<file path="src/rtl/led_pattern_ctrl_pkg.sv">
// Shared definitions for the LED pattern controller.
//   mode_t    : pattern mode encoding (UP, DN, SHIFT, BLINK)
//   SPD_W     : width of the speed select
//   LED_INIT_*: LED value loaded when a mode is entered
//   mode_init : maps a mode to its initial LED value
package led_ctrl_pkg;
  typedef enum logic [1:0] {
    MODE_UP    = 2'd0,
    MODE_DN    = 2'd1,
    MODE_SHIFT = 2'd2,
    MODE_BLINK = 2'd3
  } mode_t;

  localparam int SPD_W = 2;

  localparam logic [7:0] LED_INIT_UP    = 8'h00;
  localparam logic [7:0] LED_INIT_DN    = 8'hFF;
  localparam logic [7:0] LED_INIT_SHIFT = 8'h01;
  localparam logic [7:0] LED_INIT_BLINK = 8'h00;

  function automatic logic [7:0] mode_init(mode_t m);
    case (m)
      MODE_UP:    return LED_INIT_UP;
      MODE_DN:    return LED_INIT_DN;
      MODE_SHIFT: return LED_INIT_SHIFT;
      default:    return LED_INIT_BLINK;
    endcase
  endfunction
endpackage

</file>
<file path="src/rtl/led_pattern_ctrl_if.sv">
// Board-facing signal bundle of the LED pattern controller.
//   btn_mode, btn_speed : raw push-buttons (asynchronous, active-high)
//   pause               : synchronous freeze level
//   led, mode, speed    : registered pattern / status outputs
//   tick                : one-cycle step pulse
// master = board/stimulus side, slave = controller side.
interface led_pattern_ctrl_if #(parameter int LED_W = 8);
  import led_ctrl_pkg::*;

  logic             btn_mode;
  logic             btn_speed;
  logic             pause;
  logic [LED_W-1:0] led;
  logic [1:0]       mode;
  logic [SPD_W-1:0] speed;
  logic             tick;

  modport master (output btn_mode, btn_speed, pause,
                  input  led, mode, speed, tick);
  modport slave  (input  btn_mode, btn_speed, pause,
                  output led, mode, speed, tick);
endinterface

</file>
<file path="src/rtl/led_pattern_ctrl_btn_debounce.sv">
// Push-button conditioner: 2-flop synchronizer, debounce counter and
// rising-edge press pulse.
//   clk, rst : clock, asynchronous active-low reset
//   btn      : raw asynchronous button level
//   press    : one-cycle pulse on each accepted press (registered)
module btn_debounce #(
  parameter int DB_CYCLES = 500000
) (
  input  logic clk,
  input  logic rst,
  input  logic btn,
  output logic press
);
  localparam int CW = $clog2(DB_CYCLES + 1);

  logic          s1, s2;
  logic          db, db_q;
  logic [CW-1:0] cnt;

  always_ff @(posedge clk or negedge rst) begin
    if (!rst) begin
      s1    <= 1'b0;
      s2    <= 1'b0;
      db    <= 1'b0;
      db_q  <= 1'b0;
      cnt   <= '0;
      press <= 1'b0;
    end else begin
      s1    <= btn;
      s2    <= s1;
      db_q  <= db;
      press <= db & ~db_q;
      // cnt counts consecutive samples disagreeing with the accepted level;
      // any agreeing sample restarts the run.
      if (s2 == db) begin
        cnt <= '0;
      end else if (cnt == CW'(DB_CYCLES - 1)) begin
        db  <= s2;
        cnt <= '0;
      end else begin
        cnt <= cnt + 1'b1;
      end
    end
  end
endmodule

</file>
<file path="src/rtl/led_pattern_ctrl.sv">
// LED bank sequencer: internal step prescaler, mode/speed selection from two
// debounced buttons, pause, and UP/DN/SHIFT/BLINK pattern generation.
//   clk, rst : clock, asynchronous active-low reset
//   bus      : led_pattern_ctrl_if.slave (buttons, pause, led, mode, speed, tick)
module led_pattern_ctrl
  import led_ctrl_pkg::*;
#(
  parameter int LED_W     = 8,
  parameter int BASE_DIV  = 25000000,
  parameter int DB_CYCLES = 500000
) (
  input  logic              clk,
  input  logic              rst,
  led_pattern_ctrl_if.slave bus
);
  localparam int CW = $clog2(BASE_DIV);

  // press[0] = mode button, press[1] = speed button
  logic [1:0] btn_raw, press;
  assign btn_raw = {bus.btn_speed, bus.btn_mode};

  for (genvar i = 0; i < 2; i++) begin : g_db
    btn_debounce #(.DB_CYCLES(DB_CYCLES)) u_db (
      .clk   (clk),
      .rst   (rst),
      .btn   (btn_raw[i]),
      .press (press[i])
    );
  end

  mode_t            mode_q, mode_d, mode_nx;
  logic [SPD_W-1:0] speed_q, speed_d;
  logic [LED_W-1:0] led_q, led_d;
  logic             dir_q, dir_d;    // 0 = toward MSB, 1 = toward LSB
  logic [CW-1:0]    cnt_q, cnt_d, lim_m1;
  logic             tick_q, tick_d;

  assign mode_nx = mode_t'(mode_q + 2'd1);
  assign lim_m1  = CW'((BASE_DIV >> speed_q) - 1);

  always_comb begin
    mode_d  = mode_q;
    speed_d = speed_q;
    led_d   = led_q;
    dir_d   = dir_q;
    cnt_d   = cnt_q;
    tick_d  = 1'b0;
    if (press[0]) begin
      // Mode press wins over any step landing in the same cycle.
      mode_d = mode_nx;
      led_d  = LED_W'(mode_init(mode_nx));
      dir_d  = 1'b0;
      cnt_d  = '0;
      if (press[1]) speed_d = speed_q + 1'b1;
    end else if (press[1]) begin
      speed_d = speed_q + 1'b1;
      cnt_d   = '0;
    end else if (!bus.pause) begin
      if (cnt_q == lim_m1) begin
        cnt_d  = '0;
        tick_d = 1'b1;
        unique case (mode_q)
          MODE_UP: led_d = led_q + 1'b1;
          MODE_DN: led_d = led_q - 1'b1;
          MODE_SHIFT: begin
            // Bounce at the ends: reversing at an end steps straight back in.
            if (!dir_q) begin
              if (led_q[LED_W-1]) begin
                led_d = led_q >> 1;
                dir_d = 1'b1;
              end else begin
                led_d = led_q << 1;
              end
            end else begin
              if (led_q[0]) begin
                led_d = led_q << 1;
                dir_d = 1'b0;
              end else begin
                led_d = led_q >> 1;
              end
            end
          end
          default: led_d = ~led_q;
        endcase
      end else begin
        cnt_d = cnt_q + 1'b1;
      end
    end
  end

  always_ff @(posedge clk or negedge rst) begin
    if (!rst) begin
      mode_q  <= MODE_UP;
      speed_q <= '0;
      led_q   <= '0;
      dir_q   <= 1'b0;
      cnt_q   <= '0;
      tick_q  <= 1'b0;
    end else begin
      mode_q  <= mode_d;
      speed_q <= speed_d;
      led_q   <= led_d;
      dir_q   <= dir_d;
      cnt_q   <= cnt_d;
      tick_q  <= tick_d;
    end
  end

  assign bus.led   = led_q;
  assign bus.mode  = mode_q;
  assign bus.speed = speed_q;
  assign bus.tick  = tick_q;
endmodule
</file>
<file path="src/flat_wrapper.sv">
// flat-port wrapper written by rule: the top's interface ports become plain ports
module led_pattern_ctrl_flat import led_ctrl_pkg::*;
#(
  parameter int LED_W     = 8,
  parameter int BASE_DIV  = 25000000,
  parameter int DB_CYCLES = 500000
)
  (clk, rst, bus_btn_mode, bus_btn_speed, bus_pause, bus_led, bus_mode, bus_speed, bus_tick);
  led_pattern_ctrl_if #(.LED_W(LED_W)) bus_i ();
  input  logic clk;
  input  logic rst;
  input wire logic [$bits(bus_i.btn_mode)-1:0] bus_btn_mode;
  input wire logic [$bits(bus_i.btn_speed)-1:0] bus_btn_speed;
  input wire logic [$bits(bus_i.pause)-1:0] bus_pause;
  output wire logic [$bits(bus_i.led)-1:0] bus_led;
  output wire logic [$bits(bus_i.mode)-1:0] bus_mode;
  output wire logic [$bits(bus_i.speed)-1:0] bus_speed;
  output wire logic [$bits(bus_i.tick)-1:0] bus_tick;
  assign bus_i.btn_mode = bus_btn_mode;
  assign bus_i.btn_speed = bus_btn_speed;
  assign bus_i.pause = bus_pause;
  assign bus_led = bus_i.led;
  assign bus_mode = bus_i.mode;
  assign bus_speed = bus_i.speed;
  assign bus_tick = bus_i.tick;
  led_pattern_ctrl #(.LED_W(LED_W), .BASE_DIV(BASE_DIV), .DB_CYCLES(DB_CYCLES)) u_core (.clk(clk), .rst(rst), .bus(bus_i));
endmodule
</file>
<file path="config.mk">
export PLATFORM = sky130hd
export DESIGN_NAME = led_pattern_ctrl_flat
export DESIGN_NICKNAME = d
export VERILOG_FILES = /design/src/rtl/led_pattern_ctrl_pkg.sv /design/src/rtl/led_pattern_ctrl_if.sv /design/src/rtl/led_pattern_ctrl_btn_debounce.sv /design/src/rtl/led_pattern_ctrl.sv /design/src/flat_wrapper.sv
export SDC_FILE = /design/constraint.sdc
export NUM_CORES = 1
export LEC_CHECK = 0
export BUFFER_PORTS_ARGS = -buffer_cell sky130_fd_sc_hd__buf_2
export CELL_PAD_IN_SITES_DETAIL_PLACEMENT = 1
export CELL_PAD_IN_SITES_GLOBAL_PLACEMENT = 1
export CORE_MARGIN = 3
export CORE_UTILIZATION = 45
export DETAILED_ROUTE_END_ITERATION = 10
export PLACE_DENSITY_LB_ADDON = 0.25
export SYNTH_ARGS = -nofsm -noshare
export SYNTH_HDL_FRONTEND = slang
export SYNTH_SLANG_ARGS = --single-unit
export TNS_END_PERCENT = 10
</file>
<file path="constraint.sdc">
create_clock -name clk -period 7.6 [get_ports clk]
set_clock_uncertainty 0.2 [all_clocks]
set_input_delay 0.38 -clock clk [delete_from_list [all_inputs] [get_ports clk]]
set_output_delay 0.38 -clock clk [all_outputs]
set_load 0.01 [all_outputs]
</file>
* Word level (Yosys, flattened, before mapping)
Index checks and enable logic that the tools add are counted.
** Word-level totals
- Bits in registers :: 87
- Output and inout bits :: 13
- Logic and storage cells :: 82
** Cells by class
- Add/sub/neg operators :: 8
- Equal/unequal tests :: 12
- Shift operators :: 1
- Muxes and demuxes :: 29
- Bitwise logic cells :: 7
- Reduce and logical (&&, ||, !) cells :: 7
** Operators by type and width (count)
- 2-to-1 mux 25 bit :: 4
- 2-to-1 mux 19 bit :: 4
- 2-to-1 mux 8 bit :: 7
- adder 19 x 1 -> 19 bit (second input constant) :: 2
- == test 19 bit (second input constant) :: 2
- adder 25 x 1 -> 25 bit (second input constant) :: 1
- == test 25 bit :: 1
- right shift 25 x 2 -> 25 bit (first input constant) :: 1
- subtractor 25 x 2 -> 25 bit (second input constant) :: 1
- case mux 8 bit (3 select lines) :: 1
- case mux 8 bit (2 select lines) :: 1
- 2-to-1 mux 1 bit :: 12
- adder 8 x 1 -> 8 bit (second input constant) :: 1
- inverter 8 bit :: 1
- subtractor 8 x 1 -> 8 bit (second input constant) :: 1
- adder 2 x 1 -> 2 bit (second input constant) :: 2
- == test 2 x 1 -> 1 bit (second input constant) :: 2
- == test 2 bit (second input constant) :: 2
- != test 2 x 1 -> 1 bit (second input constant) :: 2
- inverter 1 bit :: 4
- AND reduction 2 bit :: 2
- AND reduction 4 bit :: 1
- nonzero test 2 bit :: 2
- != test 3 x 1 -> 1 bit (second input constant) :: 1
- 4 further kinds :: 6

* Depth between registers and ports, before layout
- Depth after elaboration :: 7
- Gate-level depth with buffers :: 11
- Depth with buffers taken out :: 9

* Hierarchy
A second synthesis with hierarchy kept.
** Unflattened totals
- Cell total of the unflattened synthesis :: 607
- Area, all modules :: 5477.8 µm²
** Modules (own cells, without submodules)
- led_pattern_ctrl :: instances 1, cells each 391, area each 3205.6 µm², seq. area each 975.9 µm²
- btn_debounce :: instances 2, cells each 108, area each 1136.1 µm², seq. area each 600.6 µm²

* Least setup slack after synthesis
Ideal clock, no wire load.
- Path kind :: flip-flop to flip-flop
- From :: register u_core.speed_q[0] (netlist: u_core.bus.speed[0])
- To :: register u_core.cnt_q[19]
- Library setup time :: 130 ps
- Arrival time :: 2455 ps
- Required time :: 7270 ps
- Path slack :: 4815 ps
- Cell stages (with the launch flop) :: 12
- Path buffers :: 3
- Clock period less this slack :: 2785 ps
- Path through :: dfrtp_1 -> inv_1 -> ha_1 -> or3b_1 -> a222oi_1 -> and2_1 -> buf_6 -> a21oi_4 -> buf_6 -> buf_6 -> o221ai_2 -> o41ai_1
** Between the ends
- Longest elaborated chain between the ends :: 7
** RTL lines
- start, declared :: RTL line led_pattern_ctrl.sv:32 : logic [SPD_W-1:0] speed_q, speed_d;
- start signal, assigned :: RTL line led_pattern_ctrl.sv:101 : speed_q <= speed_d;
- right shift 25 x 2 -> 25 bit :: RTL line led_pattern_ctrl.sv:39 : assign lim_m1 = CW'((BASE_DIV >> speed_q) - 1);
- subtractor 25 x 2 -> 25 bit :: RTL line led_pattern_ctrl.sv:39
- == test 25 bit :: RTL line led_pattern_ctrl.sv:59 : if (cnt_q == lim_m1) begin
- 2-to-1 mux 25 bit :: RTL line led_pattern_ctrl.sv:59
- 2-to-1 mux 25 bit :: RTL line led_pattern_ctrl.sv:58 : end else if (!bus.pause) begin
- 2-to-1 mux 25 bit :: RTL line led_pattern_ctrl.sv:55 : end else if (press[1]) begin
- 2-to-1 mux 25 bit :: RTL line led_pattern_ctrl.sv:48 : if (press[0]) begin
- end signal, assigned :: RTL line led_pattern_ctrl.sv:104 : cnt_q <= cnt_d;
- end, declared :: RTL line led_pattern_ctrl.sv:35 : logic [CW-1:0] cnt_q, cnt_d, lim_m1;
No other way between the ends. The select of a mux whose other input is x is not followed.
A chain may end at the register's enable or synchronous reset.

* Worst setup path after layout
- From :: register u_core.speed_q[0] (netlist: u_core.bus.speed[0])
- To :: register u_core.cnt_q[13]
The elaborated chain is that of the path after synthesis.

==> impl_metrics.csv <==
group,metric,value,unit
final_layout,final_layout_size_suffix_gt1_share,9.64,%
grt,grt_pass1_wl,21300,um
floorplan,dieHeight,112,um
sta,rsz0062_at_grt,"false",
routing,first_iter_violations,168,
worst_setup_path,slowest_delay,0.86,ns
clock_network,cts_sinks,87,
clock_network,numCtsBuffers,9,
worst_setup_path,crit_type,"reg2reg",
synthesis,syn_area,5060,sq um
synthesis,syn_area_per_cell,9.49,sq um
worst_setup_path,crit_required,7.68,ns
clock_network,postCtsHoldBufs,3,
synthesis,synth_top_area_share,43.0,%
sta,post-route-period-util,45.0,%
sta,setup_viol,0,
pwr,p_sw,0.253,mW
worst_hold_path,hold-path-cell-count,0,
synthesis,synthesis.nets,559,
worst_hold_path,hold_path_class,"reg2reg",
pwr,p_total,0.946,mW
sta,hold_viol,0,
synthesis,synth_cell_type_count,67,
clock_network,h-tree-depth,3,
synthesis,synth_largest_area_cell,"dfrtp_1",
grt,antenna_found_initial,0,
placed_design,place_ws,4.28,ns
grt,grt_start_max_net_pins,68,
worst_setup_path,path_cells,"inv_1, ha_1, xnor3_1, o2bb2ai_1, and2_1, a21oi_4, a41oi_1, a31oi_1",
worst_setup_path,crit_fanout,43,
clock_network,clock_path_buffers,2,
floorplan,start_util,46.4,%
synthesis,synth-seq-cells,87,
pwr,power_frac_clock,39.9,%
pwr,switching_share,26.7,%
pwr,leakage,2.43,nW
synthesis,async_reset_ff_share,100,%
sta,fmax,293,MHz
pwr,intPower,0.694,mW
routing,wirelength,12300,um
pwr,p_seq_share,53.3,%
final_layout,fin_util,50.3,%
grt,grt_pass1_vias,4333,
sta,holdWs,0.180,ns
run_status,outcome,"finished clean",
floorplan,dieArea,12500,sq um
floorplan,die_w,112,um
synthesis,synth-edff-count,0,
grt,grt.total_usage,20.8,%
sta,slew_headroom,28.9,%
worst_setup_path,endpoint_kind,"flip-flop",
final_layout,final_nets,571,
pwr,power_density,173,nW/um^2
sta,period_needed,3.42,ns
sta,finalMaxSlewViolations,0,
synthesis,yosysWarnings,0,
final_layout,antenna_cells,0,
final_layout,postLayoutCellArea,5470,sq um
floorplan,pin_count,18,
placed_design,dp.cells,671,
clock_network,cts_tree,"yes",
routing,avgViaCountPerCell,5.78,
clock_network,cts.clk_slew.worst_paths,0.09,ns
clock_network,cts_root_buf,"clkbuf_8",
final_layout,instances_no_fill,690,
sta,setup_ws,4.18,ns
clock_network,cts_setup_buffers,0,
placed_design,hpwl,8500,um
worst_setup_path,cpMaxStageDelayCell,"a21oi_4",
clock_network,ctsResizeCount,0,
routing,drc,0,
sta,setup_total_negative_slack,0,ns
synthesis,synthFlopType,"dfrtp_1",
placed_design,io_buffers,17,
synthesis,seq_area_frac_synth,43.0,%
routing,firstDrtPassIters,4,
sta,tightest_slew,1.06,ns
floorplan,core,10900,sq um
synthesis,yosys-top-cells-area,"dfrtp_1, ha_1, xor2_1",
routing,ant_nets,0,
worst_setup_path,r2r_cells,8,
routing,wire_per_inst,17.9,um
worst_setup_path,cp.arrival,3.50,ns
flow_run,cap_violations,0,
worst_setup_path,critPathLaunchType,"flip-flop",
clock_network,clk_latency,0.38,ns
grt,grt_overflow,0,
floorplan,rows,38,
routing,via_count,3985,
synthesis,synthCells,533,
final_layout,syn_to_final_growth,8.19,%
pwr,combPwrFrac,6.8,%
pwr,peakVddDrop,115,uV
placed_design,place_area,5220,sq um
placed_design,place_congestion,0.786,
registers in the layout, indices dropped and copies added, names as in the netlist:
signal,cells
u_core.dir_q,1
u_core.bus.mode,2
u_core.g_db.u_db.db,2
u_core.cnt_q,25
u_core.g_db.u_db.press,2
u_core.bus.led,8
u_core.bus.speed,2
u_core.bus.tick,1
u_core.g_db.u_db.db_q,2
u_core.g_db.u_db.cnt,38
u_core.g_db.u_db.s1,2
u_core.g_db.u_db.s2,2
layout by cell type (no fill, tap or decap), types with 3 or more instances in the layout:
cell type,n
dfrtp_1,87
nor2_1,57
nand2_1,55
xor2_1,27
a31oi_1,25
a21oi_1,23
ha_1,20
nand3_1,19
xnor2_1,19
buf_2,16
o21ai_0,14
inv_1,14
and3_1,13
nand4_1,13
nand2b_1,10
nor3_1,10
and2_1,9
clkbuf_8,9
and4_1,7
nor4_1,6
mux2i_1,6
or2_2,5
mux2_2,5
nor2b_1,4
a21o_1,4
a221oi_1,4
a211o_1,4
or3_1,3
nor4bb_1,3
a41oi_1,3
a22oi_1,3
inv_6,3
dlygate4sd3_1,3
final timing paths:
kind	start	endpoint	slack, ns
worst max register to register	u_core.bus.speed[0]	u_core.cnt_q[13]	4.18
worst max-delay path	u_core.bus.speed[0]	u_core.cnt_q[13]	4.18
min in group asynchronous	rst	u_core.cnt_q[8]	0.22
worst min-delay path	u_core.g_db[0].u_db.s1	u_core.g_db[0].u_db.s2	0.18
worst min register to register	u_core.g_db[0].u_db.s1	u_core.g_db[0].u_db.s2	0.18
max in group asynchronous	rst	u_core.g_db[0].u_db.cnt[11]	5.84
layout make-up:
type,count,area (sq um)
Clock inverter,7,103
Multi-Input combinational cell,412,2720
Timing Repair Buffer,21,125
Inverter,14,52.6
Clock buffer,9,124
Sequential cell,87,2180
Fill cell,1252,5420
Tap cell,140,175
cell usage after synthesis (4+ instances only):
library cell  count
a211o_1           4
a21o_1            4
a21oi_1          23
a221oi_1          4
a31oi_1          25
and2_1            9
and3_1           13
and4_1            7
buf_6             4
clkbuf_1         10
dfrtp_1          87
ha_1             20
inv_1            14
mux2_2            5
mux2i_1           6
nand2_1          55
nand2b_1         10
nand3_1          19
nand4_1          13
nor2_1           57
nor2b_1           4
nor3_1           10
nor4_1            6
o21ai_0          14
or2_2             5
xnor2_1          19
xor2_1           27
worst max-delay path: cells and delay by family, from the launching register on:
family                   cells  cell delay [ns]
AO/OA/AOI/OAI                4             1.52
flip-flops                   1             0.50
XOR/XNOR                     1             0.37
adder cells (fa/ha/maj)      1             0.30
AND/OR/NAND/NOR              1             0.27
buffers and inverters        1             0.15
cell families after synthesis:
group	share of synthesized area, %
compound gates	14.3
xor+xnor	8.41
buf+inv	3.27
fa+ha+maj	5.34
simple gates	23.3
flops	43.0
mux	2.30
layer usage:
layer | track usage (%) | up-vias | wire (um)
met5 | 0 | - | 0
met4 | 8.25 | 0 | 223
met3 | 2.91 | 18 | 237
met2 | 36.1 | 41 | 6230
met1 | 26.4 | 1994 | 5640
li1 | - | 1932 | -
power by group through the flow:
stage          Clock [mW]  Combinational (mW)  Sequential, mW
4_1_cts             0.389              0.0663           0.504
2_1_floorplan           0              0.0448           0.505
3_5_place_dp            0              0.0642           0.513
6_report            0.377              0.0643           0.505
3_3_place_gp            0              0.0607           0.510
5_1_grt             0.408              0.0748           0.509
No activity file was read; power rests on OpenSTA's default activity.
